<file path="src/rtl/cmm_matrix_loader.sv">
// Assembles a streamed R matrix, SH matrix and scalar d into one parallel frame
// for the complex matrix multiplier, with tlast framing checks and error counting.
module cmm_matrix_loader #(
  parameter int WIDTH = 32,
  parameter int SIZE  = 4
) (
  input  logic                          clk,
  input  logic                          reset,
  input  logic [WIDTH-1:0]              s_axis_tdata,
  input  logic                          s_axis_tvalid,
  input  logic                          s_axis_tlast,
  output logic                          s_axis_tready,
  input  logic [WIDTH-1:0]              s_axis_d_tdata,
  output logic [WIDTH*SIZE*SIZE-1:0]    m_axis_r_tdata,
  output logic [WIDTH*SIZE*SIZE-1:0]    m_axis_sh_tdata,
  output logic [WIDTH-1:0]              m_axis_d_tdata,
  output logic                          m_axis_tvalid,
  input  logic                          m_axis_tready,
  output logic                          frame_err,
  output logic [7:0]                    err_count
);

  localparam int N  = SIZE * SIZE;
  localparam int CW = (N > 1) ? $clog2(N) : 1;
  localparam logic [CW-1:0] LAST_IDX = CW'(N - 1);

  typedef enum logic [1:0] {LOAD_R, LOAD_SH, HOLD, DRAIN} state_t;

  state_t        state, state_nxt;
  logic [CW-1:0] cnt, cnt_nxt;
  logic          accept;
  logic          err_evt;
  logic          wr_r;
  logic          wr_sh;
  logic          cap_d;

  function automatic logic [7:0] sat_inc(input logic [7:0] v);
    return (v == 8'hFF) ? v : v + 8'd1;
  endfunction

  assign s_axis_tready = (state != HOLD);
  assign m_axis_tvalid = (state == HOLD);
  assign accept        = s_axis_tvalid && s_axis_tready;

  always_ff @(posedge clk) begin
    if (reset) begin
      state <= LOAD_R;
      cnt   <= '0;
    end else begin
      state <= state_nxt;
      cnt   <= cnt_nxt;
    end
  end

  always_comb begin
    state_nxt = state;
    cnt_nxt   = cnt;
    err_evt   = 1'b0;
    wr_r      = 1'b0;
    wr_sh     = 1'b0;
    cap_d     = 1'b0;
    case (state)
      LOAD_R: begin
        if (accept) begin
          wr_r  = 1'b1;
          cap_d = (cnt == '0);
          // Any tlast inside the R half is early: the frame ends in SH.
          if (s_axis_tlast) begin
            err_evt = 1'b1;
            cnt_nxt = '0;
          end else if (cnt == LAST_IDX) begin
            state_nxt = LOAD_SH;
            cnt_nxt   = '0;
          end else begin
            cnt_nxt = cnt + 1'b1;
          end
        end
      end
      LOAD_SH: begin
        if (accept) begin
          wr_sh = 1'b1;
          if (cnt == LAST_IDX) begin
            cnt_nxt = '0;
            if (s_axis_tlast) begin
              state_nxt = HOLD;
            end else begin
              err_evt   = 1'b1;
              state_nxt = DRAIN;
            end
          end else if (s_axis_tlast) begin
            err_evt   = 1'b1;
            state_nxt = LOAD_R;
            cnt_nxt   = '0;
          end else begin
            cnt_nxt = cnt + 1'b1;
          end
        end
      end
      HOLD: begin
        if (m_axis_tready) begin
          state_nxt = LOAD_R;
          cnt_nxt   = '0;
        end
      end
      DRAIN: begin
        if (accept && s_axis_tlast) begin
          state_nxt = LOAD_R;
          cnt_nxt   = '0;
        end
      end
      default: begin
        state_nxt = LOAD_R;
        cnt_nxt   = '0;
      end
    endcase
  end

  // Frame buffers double as the output ports; they hold until overwritten.
  always_ff @(posedge clk) begin
    if (reset) begin
      m_axis_r_tdata  <= '0;
      m_axis_sh_tdata <= '0;
      m_axis_d_tdata  <= '0;
    end else begin
      if (wr_r)
        m_axis_r_tdata[WIDTH*int'(cnt) +: WIDTH] <= s_axis_tdata;
      if (wr_sh)
        m_axis_sh_tdata[WIDTH*int'(cnt) +: WIDTH] <= s_axis_tdata;
      if (cap_d)
        m_axis_d_tdata <= s_axis_d_tdata;
    end
  end

  always_ff @(posedge clk) begin
    if (reset) begin
      frame_err <= 1'b0;
      err_count <= 8'd0;
    end else begin
      frame_err <= err_evt;
      if (err_evt)
        err_count <= sat_inc(err_count);
    end
  end

endmodule

</file>
<file path="config.mk">
export PLATFORM = sky130hd
export DESIGN_NAME = cmm_matrix_loader
export DESIGN_NICKNAME = d
export VERILOG_FILES = /design/src/rtl/cmm_matrix_loader.sv
export SDC_FILE = /design/constraint.sdc
export NUM_CORES = 2
export LEC_CHECK = 0
export ABC_CLOCK_PERIOD_IN_PS = 2500
export CAP_MARGIN = 20
export CORE_AREA = 5 5 437 439
export DETAILED_ROUTE_END_ITERATION = 8
export DIE_AREA = 0 0 442 444
export PLACE_DENSITY = 0.44
export SYNTH_ARGS = -nofsm -noshare
export SYNTH_HDL_FRONTEND = slang
export SYNTH_SLANG_ARGS = --single-unit
export TNS_END_PERCENT = 10
</file>
<file path="constraint.sdc">
create_clock -name clk -period 2.5 [get_ports clk]
set_input_delay 0.25 -clock clk [delete_from_list [all_inputs] [get_ports clk]]
set_output_delay 0.25 -clock clk [all_outputs]
set_load 0.01 [all_outputs]
</file>
Word-level counts from Yosys, hierarchy flattened
Cells that the tools add are included.
{"block": "word_totals", "register_bits": 1071, "in_bits": 69, "output_inout_bits": 1067, "wordCells": 65}
{"block": "classes", "n_addsub": 3, "n_eq_ne": 13, "shift": 2, "n_mux": 32, "bitwise_logic": 1, "n_reduce_logical": 7}
{"op": "$bwmux 512", "count": 2}
{"op": "$shift 32x33->512 const A", "count": 1}
{"op": "$shiftx 32x33->512", "count": 1}
{"op": "$neg 9->33", "count": 1}
{"op": "$mux 4", "count": 8}
{"op": "$mux 2", "count": 8}
{"op": "$pmux 4 s4", "count": 1}
{"op": "$ne 2x2->1 const B", "count": 6}
{"op": "$mux 1", "count": 11}
{"op": "$add 8x1->8 const B", "count": 1}
{"op": "$eq 8x8->1 const B", "count": 1}
{"op": "$pmux 2 s4", "count": 1}
{"op": "$reduce_and 7->1", "count": 1}
{"op": "$add 4x1->4 const B", "count": 1}
{"op": "$eq 2x2->1 const B", "count": 2}
{"op": "$eq 4x4->1 const B", "count": 1}
{"op": "$logic_not 4->1", "count": 1}
{"op": "$reduce_and 4->1", "count": 1}
{"op": "$ne 3x3->1 const B", "count": 1}
{"op": "$eq 2x1->1 const B", "count": 1}
{"op": "$logic_and 1x1->1", "count": 2}
{"op": "$logic_not 2->1", "count": 1}
{"op": "$ne 2x1->1 const B", "count": 1}
{"op": "$pmux 1 s2", "count": 1}
{"op": "other kinds (2)", "count": 2}

Longest topological paths before layout
{"block": "logic_depth", "word_depth": 5, "mapped_depth": 11, "ltp_nobuf": 7}

Worst setup path before layout
Ideal clock, no wire load.
{"block": "synth_timing", "kind": "flip-flop to flip-flop", "start": "register cnt[2]", "end": "register err_count[0]", "setup_ns": 0.121, "arrival_time_ns": 2.376, "setup_slack_ns": 0.003, "stages_incl_launch_ff": 10, "synth_period_minus_slack_ns": 2.497, "cell_sequence": "dfxtp_1 buf_2 buf_1 nand3_1 ha_1 mux2i_1 or2_2 clkbuf_1 a31oi_1 mux2_2"}
{"block": "synth_via", "elab_chain_len": 5}
{"item": "start: declaration", "line": "30", "text": "logic [CW-1:0] cnt, cnt_nxt;"}
{"item": "start signal: assignment", "line": "51", "text": "cnt <= cnt_nxt;"}
{"item": "$eq 4x4->1", "line": "82", "text": "if (cnt == LAST_IDX) begin"}
{"item": "$mux 1", "line": "82"}
{"item": "$mux 1", "line": "80", "text": "if (accept) begin"}
{"item": "$pmux 1 s2", "line": "62", "text": "case (state)"}
{"item": "$reduce_and 2->1 (no source line)"}
{"item": "end signal: assignment", "line": "141", "text": "err_count <= sat_inc(err_count);"}
{"item": "end: declaration", "line": "20", "text": "output logic [7:0] err_count"}
No other way between the ends.
A chain may end at the register's enable or synchronous reset.

Final worst setup path
{"block": "layout_timing", "start": "register cnt[0]", "end": "register m_axis_r_tdata[77]"}
{"block": "layout_via", "elab_chain_len": 3}
{"item": "$neg 9->33 *", "line": "126", "text": "m_axis_r_tdata[WIDTH*int'(cnt) +: WIDTH] <= s_axis_tdata;"}
{"item": "$shiftx 32x33->512 or $shift 32x33->512 (tied branches)", "line": "126"}
{"item": "$bwmux 512 *", "line": "126"}
{"item": "end signal: indexed assignment", "line": "126"}
{"item": "end: declaration", "line": "14", "text": "output logic [WIDTH*SIZE*SIZE-1:0] m_axis_r_tdata,"}
Every way passes the cells marked *; elsewhere a longest branch is shown, timed or not.

==> metrics <==
DRT Pass-1 Iters 6; Synth Flop Type dfxtp_1; FF+latch count, synth 1071; Psw roughly 0.0096 W; Max-Cap Viols 0; Worst Clk Skew approximately 37 ps; commonest non-fill, non-tap cell in the layout clkdlybuf4s50_1; drt first-iter violations 2361; HPWL Detailed roughly 160000 um; Hold Crit Depth 3; final std cells w/o fill between 7000 and 8000; FMAX roughly 410 MHz; die area between 150000 and 200000 sq um; Port Buffer Count between 1000 and 1500; most frequent cells in the layout clkdlybuf4s50_1 (1100), dfxtp_1 (1069), nand2b_1 (967), mux2i_1 (966), nand2_1 (294); Initial Util between 20% and 30%; Hold Vio Cnt, Final 0; Tcrit/Tclk final a little over nine tenths; critical-path cell list or2_2 -> nor2_1 -> ha_2 -> inv_2 -> or3_1 -> buf_12 -> nor2_8 -> buf_12 -> mux2i_2; # nets final about 5300; Clock transition at path regs about 60 ps; DIE WIDTH approximately 440 um; Cell variety after synth 58; via count roughly 34000; R2R cell count 9; largest net degree at the start of global routing approximately 210; Buf+Inv Stages, Crit Path 3; Root Buffer Master clkbuf_16; fillers between 15000 and 20000; # DRC 0; H-tree depth 4; CP Launch Type flop; Worst path max stage delay about 440 ps; GRT Total Usage between 20% and 30%; Skew-Pair Late Insertion Delay ~800 ps; Avg Inst Size Synth 10.5 sq um; WL/cell 28.9 um; Final Cell Area ~63000 sq um; status finished, final reports clean; required time worst endpoint about 3200 ps; RSZ-0062 raised after global routing true; critical path fanouts, max 16; DRT antenna net count 0; syn_nets approximately 4100; min Tclk post-route 2410 ps; Clk pwr share between 50% and 60%; Slew Viols, Final 0; Placed Instances about 7600; Post-synth EDFFs 0; initial antenna violation count 38; Die Ht 444 um; CP Data Arrival Time approximately 3100 ps; power share of the sequential group around 44%; cell area power density 622 nW/um^2; Gate power share 5.6%; vias in the first global route ~34000; CTS tree done; Max-slew headroom around 22%; CP Capture Type flop; GR Util met1 about 28%; cell area after synthesis 42600 sq um; YS warnings 0; crit-path most repeated cell buf_12; DR vias/cell 4.33; crit path kind flop to flop; Max clock buf depth 3; Num CTS Buffers roughly 130; sequential share of the synthesized area 50.3%; routing usage on met2 between 30 and 40%; asr flop ratio synth 0%; HP Class input port to flop; layout cell share with drive strength beyond 1 a little under a tenth; GR Overflow Total 0; RD Place Congestion 0.982; first-pass GRT wire length roughly 300000 um; cell-internal power 0.0294 W; CTS Sinks around 1100; GRT busiest layer met2; placed cell area between 50000 and 60000 sq um; Switching Fraction 24.6%; setup violators final 0; Critical-path top delay cell or3_1; synthesis-to-finish area growth 47.3%; Ports roughly 1100; Synth Instances 4072; Worst-Margin Slew around 1200 ps; GRT met3 Usage 5.91%; Pleak approximately 24 nW; total core area between 150000 and 200000 sq um; FP Rows around 160; Crit path max-delay family simple AND/OR/NAND/NOR gates; CP Depth 9; Post-Route WL ~230000 um; worst vdd ir between 0.0004 and 0.0005 V
## power groups by stage
stage          sequential [W]  clock, W  combinational [W]
2_1_floorplan          0.0176         0           0.000853
3_3_place_gp           0.0175         0            0.00212
3_5_place_dp           0.0175         0            0.00212
4_1_cts                0.0172    0.0204            0.00217
5_1_grt                0.0172    0.0210            0.00227
6_report               0.0172    0.0197            0.00217
## synthesized netlist by cell type, drive strengths merged, types with 2 or more instances
cell type / count / area [sq um]
nor2: 25 / 189
o21ai: 2 / 10.0
and3: 9 / 56.3
mux2: 2 / 22.5
dfxtp: 1071 / 21400
inv: 11 / 41.3
clkbuf: 209 / 785
and2: 2 / 12.5
nor3: 11 / 65.1
nand3b: 63 / 473
ha: 6 / 75.1
nor4b: 4 / 41.3
nand2: 303 / 1150
a21oi: 104 / 524
nand2b: 967 / 6050
buf: 123 / 873
and4: 2 / 17.5
nand3: 144 / 721
or2: 2 / 12.5
nor3b: 2 / 20.0
nor2b: 8 / 50.1
or3: 6 / 37.5
or3b: 2 / 17.5
mux2i: 967 / 9680
nand4: 3 / 18.8
nor4: 4 / 31.3
o31ai: 2 / 20.0
## worst paths after layout
| check | start | to | slack, ps |
|---|---|---|---|
| worst min register to register | m_axis_sh_tdata[1] | m_axis_sh_tdata[1] | 450 |
| worst max register to register | cnt[0] | m_axis_r_tdata[77] | 90 |
| worst min-delay path | s_axis_tdata[5] | m_axis_sh_tdata[421] | 80 |
| worst max-delay path | cnt[0] | m_axis_r_tdata[77] | 90 |
## flip-flops by register name, indices dropped and copies added (netlist names)
register and cells:
cnt 4, err_count 8, frame_err 1, m_axis_d_tdata 32, m_axis_r_tdata 512, m_axis_sh_tdata 512
state 2
## tightest hold or removal path, cell delays in order
cell	delay [ps]
buf_2	300
nand3_1	190
mux2i_1	70
## area by class of cell
cell class / instances / area [sq um] / area share, %
timing repair buffer: 1357 / 14000 / 22.4
sequential: 1071 / 21400 / 34.2
clock buffer: 201 / 3930 / 6.27
clock inverter: 31 / 482 / 0.768
antenna: 8 / 20.0 / 0.0319
inverter: 11 / 41.3 / 0.0658
tap: 2495 / 3120 / 4.97
multi-input combinational: 2659 / 19700 / 31.4
## logic make-up after synthesis
family                   after synthesis  synth area share [%]
AO/OA/AOI/OAI                        119                  1.55
flip-flops                          1071                  50.3
buffers and inverters                343                  3.99
AND/OR/NAND/NOR                     1562                  21.1
adder cells (fa/ha/maj)                6                 0.176
multiplexers                         969                  22.8
XOR/XNOR                               2                0.0587
## per-layer routing
metal	routed length [um]	vias to the layer above
met5	30	-
met4	6210	4
met3	14700	228
met2	109000	1067
met1	96600	16743
li1	-	15871
## through the flow
stage / total power, W / TNS, ps / util (%) / worst slack (ps) / hold slack, ps
6_report: 0.0391 / 0 / 33.6 / 86.2 / 83.7
5_1_grt: 0.0404 / -38.7 / 33.6 / -17.5 / 63.5
4_1_cts: 0.0397 / 0 / 33.5 / 11.4 / 11.1
3_5_place_dp: 0.0197 / -3660 / 30.9 / -150 / 443
3_3_place_gp: 0.0197 / -3670 / 30.9 / -159 / 439
2_1_floorplan: 0.0184 / 0 / - / 3.36 / 386
## timing repair
item                                    4_1_cts  5_1_grt
setup buffers                                 1       14
endpoints found under the hold margin        74        0
cloned                                        1        2
hold buffers                                 25        0
endpoints found under the setup margin      234      327
resized for setup                            14        8
pin swaps                                     1        2
Note: power is estimated with default switching activity, not from simulation.
